--- config.mk ---
export PLATFORM = sky130hd
export DESIGN_NAME = matrix_feeder
export DESIGN_NICKNAME = d
export VERILOG_FILES = /design/src/rtl/matrix_feeder.sv
export SDC_FILE = /design/constraint.sdc
export NUM_CORES = 1
export LEC_CHECK = 0
export ABC_CLOCK_PERIOD_IN_PS = 3800
export CAP_MARGIN = 20
export CORE_MARGIN = 2
export CORE_UTILIZATION = 32
export CTS_BUF_LIST = sky130_fd_sc_hd__clkbuf_2 sky130_fd_sc_hd__clkbuf_4 sky130_fd_sc_hd__clkbuf_8
export DETAILED_ROUTE_END_ITERATION = 16
export GPL_TIMING_DRIVEN = 0
export PLACE_DENSITY = 0.89
export SKIP_CTS_REPAIR_TIMING = 1
export SYNTH_ARGS = -nofsm -noshare
export SYNTH_HDL_FRONTEND = slang
export SYNTH_SLANG_ARGS = --single-unit
--- constraint.sdc ---
create_clock -name clk -period 3.8 [get_ports clk]
set_input_delay 0.76 -clock clk [delete_from_list [all_inputs] [get_ports clk]]
set_output_delay 0.76 -clock clk [all_outputs]
set_load 0.01 [all_outputs]
--- src/rtl/matrix_feeder.sv ---
// ============================================================================
// matrix_feeder : routes host headers/payloads into M_fifo or hashin_fifo.
// Optional build macro: MATRIX_FEEDER_STATS_EN (adds write/hash statistics).
// Revision: 1.0
// ============================================================================
`default_nettype none

module matrix_feeder (
    input  logic        clk,
    input  logic        rst,
    input  logic        s_valid,
    output logic        s_ready,
    input  logic [63:0] s_data,
    input  logic        m_full,
    output logic        m_we,
    output logic [63:0] m_wdata,
    input  logic        hashin_full,
    output logic        hashin_we,
    output logic [63:0] hashin_wdata,
    output logic        busy,
    output logic        err
`ifdef MATRIX_FEEDER_STATS_EN
    ,
    output logic [31:0] m_words_cnt,
    output logic [31:0] hash_cnt
`endif
);

    localparam logic [7:0] OP_MATRIX   = 8'h4D;
    localparam logic [7:0] OP_HASH     = 8'h48;
    localparam logic [9:0] M_LAST_WORD = 10'd1023;
    localparam logic [9:0] H_LAST_WORD = 10'd3;

    typedef enum logic [1:0] {
        IDLE   = 2'd0,
        M_LOAD = 2'd1,
        H_LOAD = 2'd2
    } state_t;

    state_t     state;
    state_t     state_next;
    logic [9:0] word_cnt;
    logic [9:0] word_cnt_next;
    logic       err_next;
    logic       hash_done;

    // Write data is a pure pass-through; the enables decide who takes it.
    assign m_wdata      = s_data;
    assign hashin_wdata = s_data;
    assign busy         = (state != IDLE);

    always_comb begin
        state_next    = state;
        word_cnt_next = word_cnt;
        s_ready       = 1'b1;
        m_we          = 1'b0;
        hashin_we     = 1'b0;
        err_next      = 1'b0;
        hash_done     = 1'b0;

        case (state)
            IDLE: begin
                if (s_valid) begin
                    case (s_data[63:56])
                        OP_MATRIX: begin
                            state_next    = M_LOAD;
                            word_cnt_next = 10'd0;
                        end
                        OP_HASH: begin
                            state_next    = H_LOAD;
                            word_cnt_next = 10'd0;
                        end
                        default: err_next = 1'b1;
                    endcase
                end
            end

            M_LOAD: begin
                s_ready = !m_full;
                m_we    = s_valid && !m_full;
                if (m_we) begin
                    // 10-bit counter wraps to 0 on its own after word 1023.
                    word_cnt_next = word_cnt + 10'd1;
                    if (word_cnt == M_LAST_WORD) begin
                        state_next = IDLE;
                    end
                end
            end

            H_LOAD: begin
                s_ready   = !hashin_full;
                hashin_we = s_valid && !hashin_full;
                if (hashin_we) begin
                    if (word_cnt == H_LAST_WORD) begin
                        state_next    = IDLE;
                        word_cnt_next = 10'd0;
                        hash_done     = 1'b1;
                    end else begin
                        word_cnt_next = word_cnt + 10'd1;
                    end
                end
            end

            default: begin
                state_next    = IDLE;
                word_cnt_next = 10'd0;
            end
        endcase
    end

    always_ff @(posedge clk or posedge rst) begin
        if (rst) begin
            state    <= IDLE;
            word_cnt <= 10'd0;
            err      <= 1'b0;
        end else begin
            state    <= state_next;
            word_cnt <= word_cnt_next;
            err      <= err_next;
        end
    end

`ifdef MATRIX_FEEDER_STATS_EN
    always_ff @(posedge clk or posedge rst) begin
        if (rst) begin
            m_words_cnt <= 32'd0;
            hash_cnt    <= 32'd0;
        end else begin
            if (m_we) begin
                m_words_cnt <= m_words_cnt + 32'd1;
            end
            if (hash_done) begin
                hash_cnt <= hash_cnt + 32'd1;
            end
        end
    end
`else
    logic unused_hash_done;
    assign unused_hash_done = hash_done;
`endif

endmodule

`default_nettype wire

==> summary.md, run 1 <==
| Metric | Value |
|---|---|
| Status | finished clean |
| Synth Flop Type | dfrtp_1 |
| Total core area | 0.005816 mm^2 |
| Mapped Cells | 221 |
| Actual slew at the worst max-slew pin | 0.5141 ns |
| Post-layout util | 60.07% |
| Switching power | ~200 uW |
| I/O pins | between 200 and 250 |
| Initial Utilization | 32.66% |
| Int Power | about 490 uW |
| Min-delay src | word_cnt[0] |
| Hold path cells | 1 |
| CP Capture Type | primary output |
| Req. time, crit path | 3.04 ns |
| Hold crit path type | register to register |
| Worst EP arrival | roughly 2.1 ns |
| GRT Util Overall | 15.36% |
| Layout cell share with drive strength beyond 1 | around two fifths |
| Final setup vio count | 0 |
| Final worst slack | around 0.94 ns |
| Die width | 81.04 um |
| Async SR Flop Fraction | 100.0% |
| CP startpoint | s_valid |
| R2R Path Start | word_cnt[3] |
| CTS tree | yes |
| DRT iter0 DRCs | just under 80 |
| Post-synth cell types | 43 |
| Die Area | about 0.0066 mm^2 |
| DR vias/cell | 4.303 |
| YS warnings | 0 |
| Setup TNS | 0 ns |
| Seq pwr share | between 20% and 30% |
| Grt total ovfl | 0 |
| NumNets Final | 444 |
| Port bufs | roughly 150 |
| MaxCap Viol Count | 0 |
| Site Rows | 28 |
| Root buf cell | clkbuf_8 |
| Setup Skew | 0.003941 ns |
| Max_slew headroom | 65.69% |
| Later-pin clock latency in the skew report | 0.24 ns |
| Maximum fanout along the worst path | 4 |
| Largest net degree at the start of global routing | 14 |
| Tmin final | 2.863 ns |
| Max-slew violations | 0 |
| H-tree levels | 1 |
| Routed wire length | 5.369 mm |
| Final hold violation count | 0 |
| Dpl hpwl | 4.754 mm |
| Area delta synth->final | 83.93% |
| Static leakage | 0.001635 uW |
| Mean Syn Cell Area | 8.594 um^2 |
| Sw Share | 29.26% |
| Clock group share of total power | 18.9% |
| Wire per inst | 12.07 um |
| Pre-CTS setup slack | a little under 0.9 ns |
| Clock Pin Slew Worst Setup and Hold Paths | 0.05 ns |
| Share of the synthesized area in the top cell type | 50.59% |
| Worst Reg-to-Reg Cells | 4 |
| CTS buffer count | 3 |
| Combinational Power Share | 53.5% |
| Max VDD drop | around 0.15 mV |
| Synth top area cells | buf_4, dfrtp_1, ha_1, a221o_1, and3_1 |
| Clock buffer depth | 2 |
| Die Ht | approximately 81 um |
| Antenna violations before repair | 0 |
| Unrepaired setup endpoints after global routing | no |
| Worst setup SP type | primary input |
| Maximum clock frequency | 0.3493 GHz |
| Vias in the first global route | around 1800 |
| Synthesized cell area | 0.001899 mm^2 |
| DRC viols | 0 |
| PwrDens | roughly 200 mW/mm^2 |
| Critical path type | primary input to primary output |
| Sequential area share after synthesis | approximately 17% |
| Area leader, netlist | buf_4 |
| TritonRoute pass-1 iters | 4 |
| Net Count, Synth | 294 |
| Antenna Nets Post-Route | 0 |
| Vias | 1915 |
| Clock Sinks | 13 |
| GPL Wtd Cong | 0.7753 |
| ANT cells | 0 |
| Post-synth EDFFs | 0 |
| Final period utilization | 75.33% |
| Global-route wire length before repair | 8.024 mm |
| Flops & latches, synth | 13 |
==> cell type report <==
| type | instances | area, um^2 |
|---|---|---|
| timing repair buffer | 145 | 1451 |
| inverter | 7 | 26.28 |
| fill | 475 | 2322 |
| clock buffer | 4 | 48.80 |
| sequential | 13 | 325.3 |
| tap | 75 | 93.84 |
| buffer | 128 | 960.9 |
| multi-input combinational | 73 | 586.8 |
==> through the flow <==
stage          hold slack, ns  instances  power [uW]  instance area [um^2]
5_1_grt                0.5609        445       738.6                  3493
4_1_cts                0.5251        445       699.8                  3493
3_3_place_gp           0.4948        441       554.2                  3445
6_report               0.5316        445       695.3                  3493
2_1_floorplan          0.4706        221       387.7                  1899
3_5_place_dp           0.5141        441       566.3                  3445
==> per-layer routing <==
metal,up-vias,GRT usage (%),part of all wire (%)
met2,119,30.17,55
met3,6,4.222,12
li1,920,-,-
met5,-,0,0
met1,870,15.37,32
met4,0,5.085,1.3
==> cells by family after synthesis <==
logic type                 after synthesis  share of synthesized area [%]
buffers and inverters                  135                          51.98
and+or+nand+nor                         39                          12.98
AOI/OAI and AO/OA                       27                          13.70
DFF                                     13                          17.13
adders and majority gates                4                          2.635
muxes                                    2                          1.120
xor gates and xnor gates                 1                         0.4612
==> sequential cells by signal, summed over array words and instances (netlist names) <==
signal / cells
err: 1
word_cnt: 10
state: 2
==> critical path, stage by stage <==
cell,delay (ns)
clkdlybuf4s50_1,0.53
inv_1,0.09
nor3_1,0.15
clkdlybuf4s50_1,0.57
==> placed cells by master, fill, tap and decap left out, drive strengths merged, types with 5 or more instances in the layout <==
cell type and count:
inv 7, clkdlybuf4s50 145, buf 128, nand3 5, o21ai 5, nor2 5
and3 7, dfrtp 13, a221o 5
==> power groups by stage <==
stage	clock, uW	sequential [uW]	combinational (uW)
3_3_place_gp	0	191	363
2_1_floorplan	0	185	203
3_5_place_dp	0	193	374
4_1_cts	133	191	376
5_1_grt	143	197	398
6_report	132	192	372
==> path summary, 6_finish.rpt <==
kind	to	slack (ns)
setup / recovery	m_we	0.94
setup reg to reg	word_cnt[9]	1.68
hold reg to reg	word_cnt[0]	0.53
max in group asynchronous	word_cnt[3]	2.59
min in group asynchronous	word_cnt[6]	0.87
hold / removal	word_cnt[0]	0.53
==> synthesized netlist by cell type, drive strengths merged, types with 2 or more instances <==
cell,instances
a22o,2
ha,4
o21ai,5
nor3,3
inv,7
or3,2
nor2b,2
nand4,2
buf,128
nand2,3
a221o,5
nand2b,3
and3,7
o31ai,3
nor2,5
dfrtp,13
o211ai,4
nand3,5
Note: power is estimated with default switching activity, not from simulation.
==> run 2: changes to the inputs <==
--- a/config.mk
+++ b/config.mk
@@ -5,14 +5,14 @@
 export SDC_FILE = /design/constraint.sdc
 export NUM_CORES = 1
 export LEC_CHECK = 0
-export ABC_CLOCK_PERIOD_IN_PS = 3800
+export ABC_CLOCK_PERIOD_IN_PS = 2700
 export CAP_MARGIN = 20
 export CORE_MARGIN = 2
-export CORE_UTILIZATION = 32
+export CORE_UTILIZATION = 30
 export CTS_BUF_LIST = sky130_fd_sc_hd__clkbuf_2 sky130_fd_sc_hd__clkbuf_4 sky130_fd_sc_hd__clkbuf_8
 export DETAILED_ROUTE_END_ITERATION = 16
 export GPL_TIMING_DRIVEN = 0
-export PLACE_DENSITY = 0.89
+export PLACE_DENSITY = 0.85
 export SKIP_CTS_REPAIR_TIMING = 1
 export SYNTH_ARGS = -nofsm -noshare
 export SYNTH_HDL_FRONTEND = slang
==> constraint.sdc (replaced) <==
create_clock -name clk -period 2.7 [get_ports clk]
set_input_delay 0.54 -clock clk [delete_from_list [all_inputs] [get_ports clk]]
set_output_delay 0.54 -clock clk [all_outputs]
set_load 0.01 [all_outputs]
==> run 2 against run 1 <==
Compared with the run above: critical endpoint unchanged; largest cell class unchanged; combinational power grew 40%; first-iteration DRC count rose by 3.8%; final cell count is the same; flip-flop and latch count stayed put; sequential power is 40% higher.
==> summary.md, run 2 (same netlist as run 1, synthesis figures left out) <==
| Metric | Value |
|---|---|
| CTS tree | yes |
| DRT iter0 DRCs | roughly 80 |
| Final setup vio count | 0 |
| Actual slew at the worst max-slew pin | 0.5441 ns |
| Port bufs | 145 |
| Largest net degree at the start of global routing | 14 |
| Fill cell total of the finished layout | 511 |
| Sw Share | 29.73% |
| CP Capture Type | primary output |
| Layout cell share with drive strength beyond 1 | 40.27% |
| Grt total ovfl | 0 |
| Initial Utilization | 31.52% |
| Worst EP arrival | roughly 1.9 ns |
| Antenna violations before repair | 0 |
| Clock Sinks | 13 |
| Vias | ~1900 |
| GPL Wtd Cong | 0.8322 |
| R2R setup slack | ~0.60 ns |
| DR vias/cell | 4.258 |
| Reg area | 325.3 um^2 |
| ANT cells | 0 |
| Met1 WL | 1.795 mm |
| Die width | 83.57 um |
| PwrDens | approximately 280 mW/mm^2 |
| Wire per inst | 12.61 um |
| Capture point of the worst reg-to-reg path | word_cnt[5] |
| Unrepaired setup endpoints after global routing | no |
| Cell Count, Final, Fillers Out | 445 |
| R2R Path Start | word_cnt[3] |
| Combinational Power Share | 53.0% |
| Global-route wire length before repair | 8.866 mm |
| Setup Skew | 0.002710 ns |
| Biggest regs | word_cnt x10, state x2, err x1 |
| Commonest non-fill, non-tap cell in the layout | clkdlybuf4s50_1 |
| Req. time, crit path | 2.16 ns |
| Clock Pin Slew Worst Setup and Hold Paths | 0.06 ns |
| Routed wire length | ~5.6 mm |
| GRT Util Overall | 15.07% |
| Worst Hold Path EP | word_cnt[2] |
| Int Power | ~700 uW |
| Tmin final | ~2.5 ns |
| Root buf cell | clkbuf_8 |
| Dpl cells | approximately 440 |
| Clock group share of total power | 19.7% |
| Min-delay src | word_cnt[2] |
| Setup TNS | 0 ns |
| Area delta synth->final | 83.93% |
| Pwr Total | 984.5 uW |
| I/O pins | 202 |
| Max FFs per register | 10 |
| Vias in the first global route | about 2000 |
| Die Area | 0.006984 mm^2 |
| Maximum fanout along the worst path | 6 |
| MaxCap Viol Count | 0 |
| Total core area | 0.006026 mm^2 |
| Antenna Nets Post-Route | 0 |
| Multi-input gate area | 586.8 um^2 |
| Maximum clock frequency | 0.4034 GHz |
| Max-slew violations | 0 |
| Max_slew headroom | 63.69% |
| Static leakage | roughly 0.0016 uW |
| Switching power | 292.7 uW |
| TritonRoute pass-1 iters | 4 |
| NumNets Final | roughly 440 |
| Status | finished clean |
| Die Ht | about 84 um |
| Dpl hpwl | just under 5 mm |
| H-tree levels | 1 |
| Most frequent cells in the layout | clkdlybuf4s50_1, buf_4, dfrtp_1 |
| WL met3 | 594 um |
| Worst setup SP type | register |
| Site Rows | 28 |
| Post-layout util | 57.97% |
| DRC viols | 0 |
| Hold path cells | 1 |
| Most flop-heavy register | word_cnt |
| Clock buffer depth | 2 |
| Worst Reg-to-Reg Cells | 4 |
| Critical path type | register to primary output |
| Max VDD drop | between 0.15 and 0.2 mV |
| Met2 Wirelength | 3.175 mm |
| Final period utilization | between 90% and 100% |
| Seq pwr share | 27.4% |
| Later-pin clock latency in the skew report | roughly 0.25 ns |
| CTS buffer count | 3 |
| Hold crit path type | register to register |
| Final hold violation count | 0 |
| Uppermost routed layer | met4 |
[run 2: cell counts in the layout (fill, tap and decap cells not counted)]
No cell type changed its count.
[run 2: through the flow]
step / hold slack, ns / instance area, um^2 / worst slack [ns]
6_report: 0.5393 / 3493 / 0.2213
5_1_grt: 0.5690 / 3493 / 0.08099
4_1_cts: 0.5309 / 3493 / 0.2272
3_5_place_dp: 0.5179 / 3445 / 0.003171
3_3_place_gp: 0.4947 / 3445 / 0.007228
2_1_floorplan: 0.4170 / 1899 / 0.6383
[run 2: final cells by class]
type / instances / area share (%)
sequential: 13 / 9.312
tap: 75 / 2.686
inverter: 7 / 0.7521
multi-input combinational: 73 / 16.80
buffer: 128 / 27.51
timing repair buffer: 145 / 41.55
clock buffer: 4 / 1.397
[run 2: power groups by stage]
stage	combinational (uW)	clock, uW	sequential, uW
2_1_floorplan	286	0	260
3_3_place_gp	513	0	269
3_5_place_dp	525	0	271
4_1_cts	527	194	268
5_1_grt	559	202	273
6_report	521	194	269
[run 2: per-layer routing]
metal,global-route usage (%),vias to the layer above
met3,4.946,6
met2,30.04,108
met4,4.106,0
li1,-,919
met1,14.54,862
met5,0,-
[run 2: critical path: stages, from the launching register on]
cell and delay (ns):
dfrtp_1 0.40, inv_1 0.08, ha_1 0.32, inv_1 0.14, nor3_1 0.19, clkdlybuf4s50_1 0.55
[run 2: worst max path at each step]
stage	from	end	slack (ns)
global route	state[1]	m_we	0.08
CTS	state[1]	m_we	0.23
detailed placement	s_data[60]	state[1]	0.003
global placement	s_data[60]	state[1]	0.007
floorplan	s_data[61]	state[1]	0.64
finish	state[1]	m_we	0.22
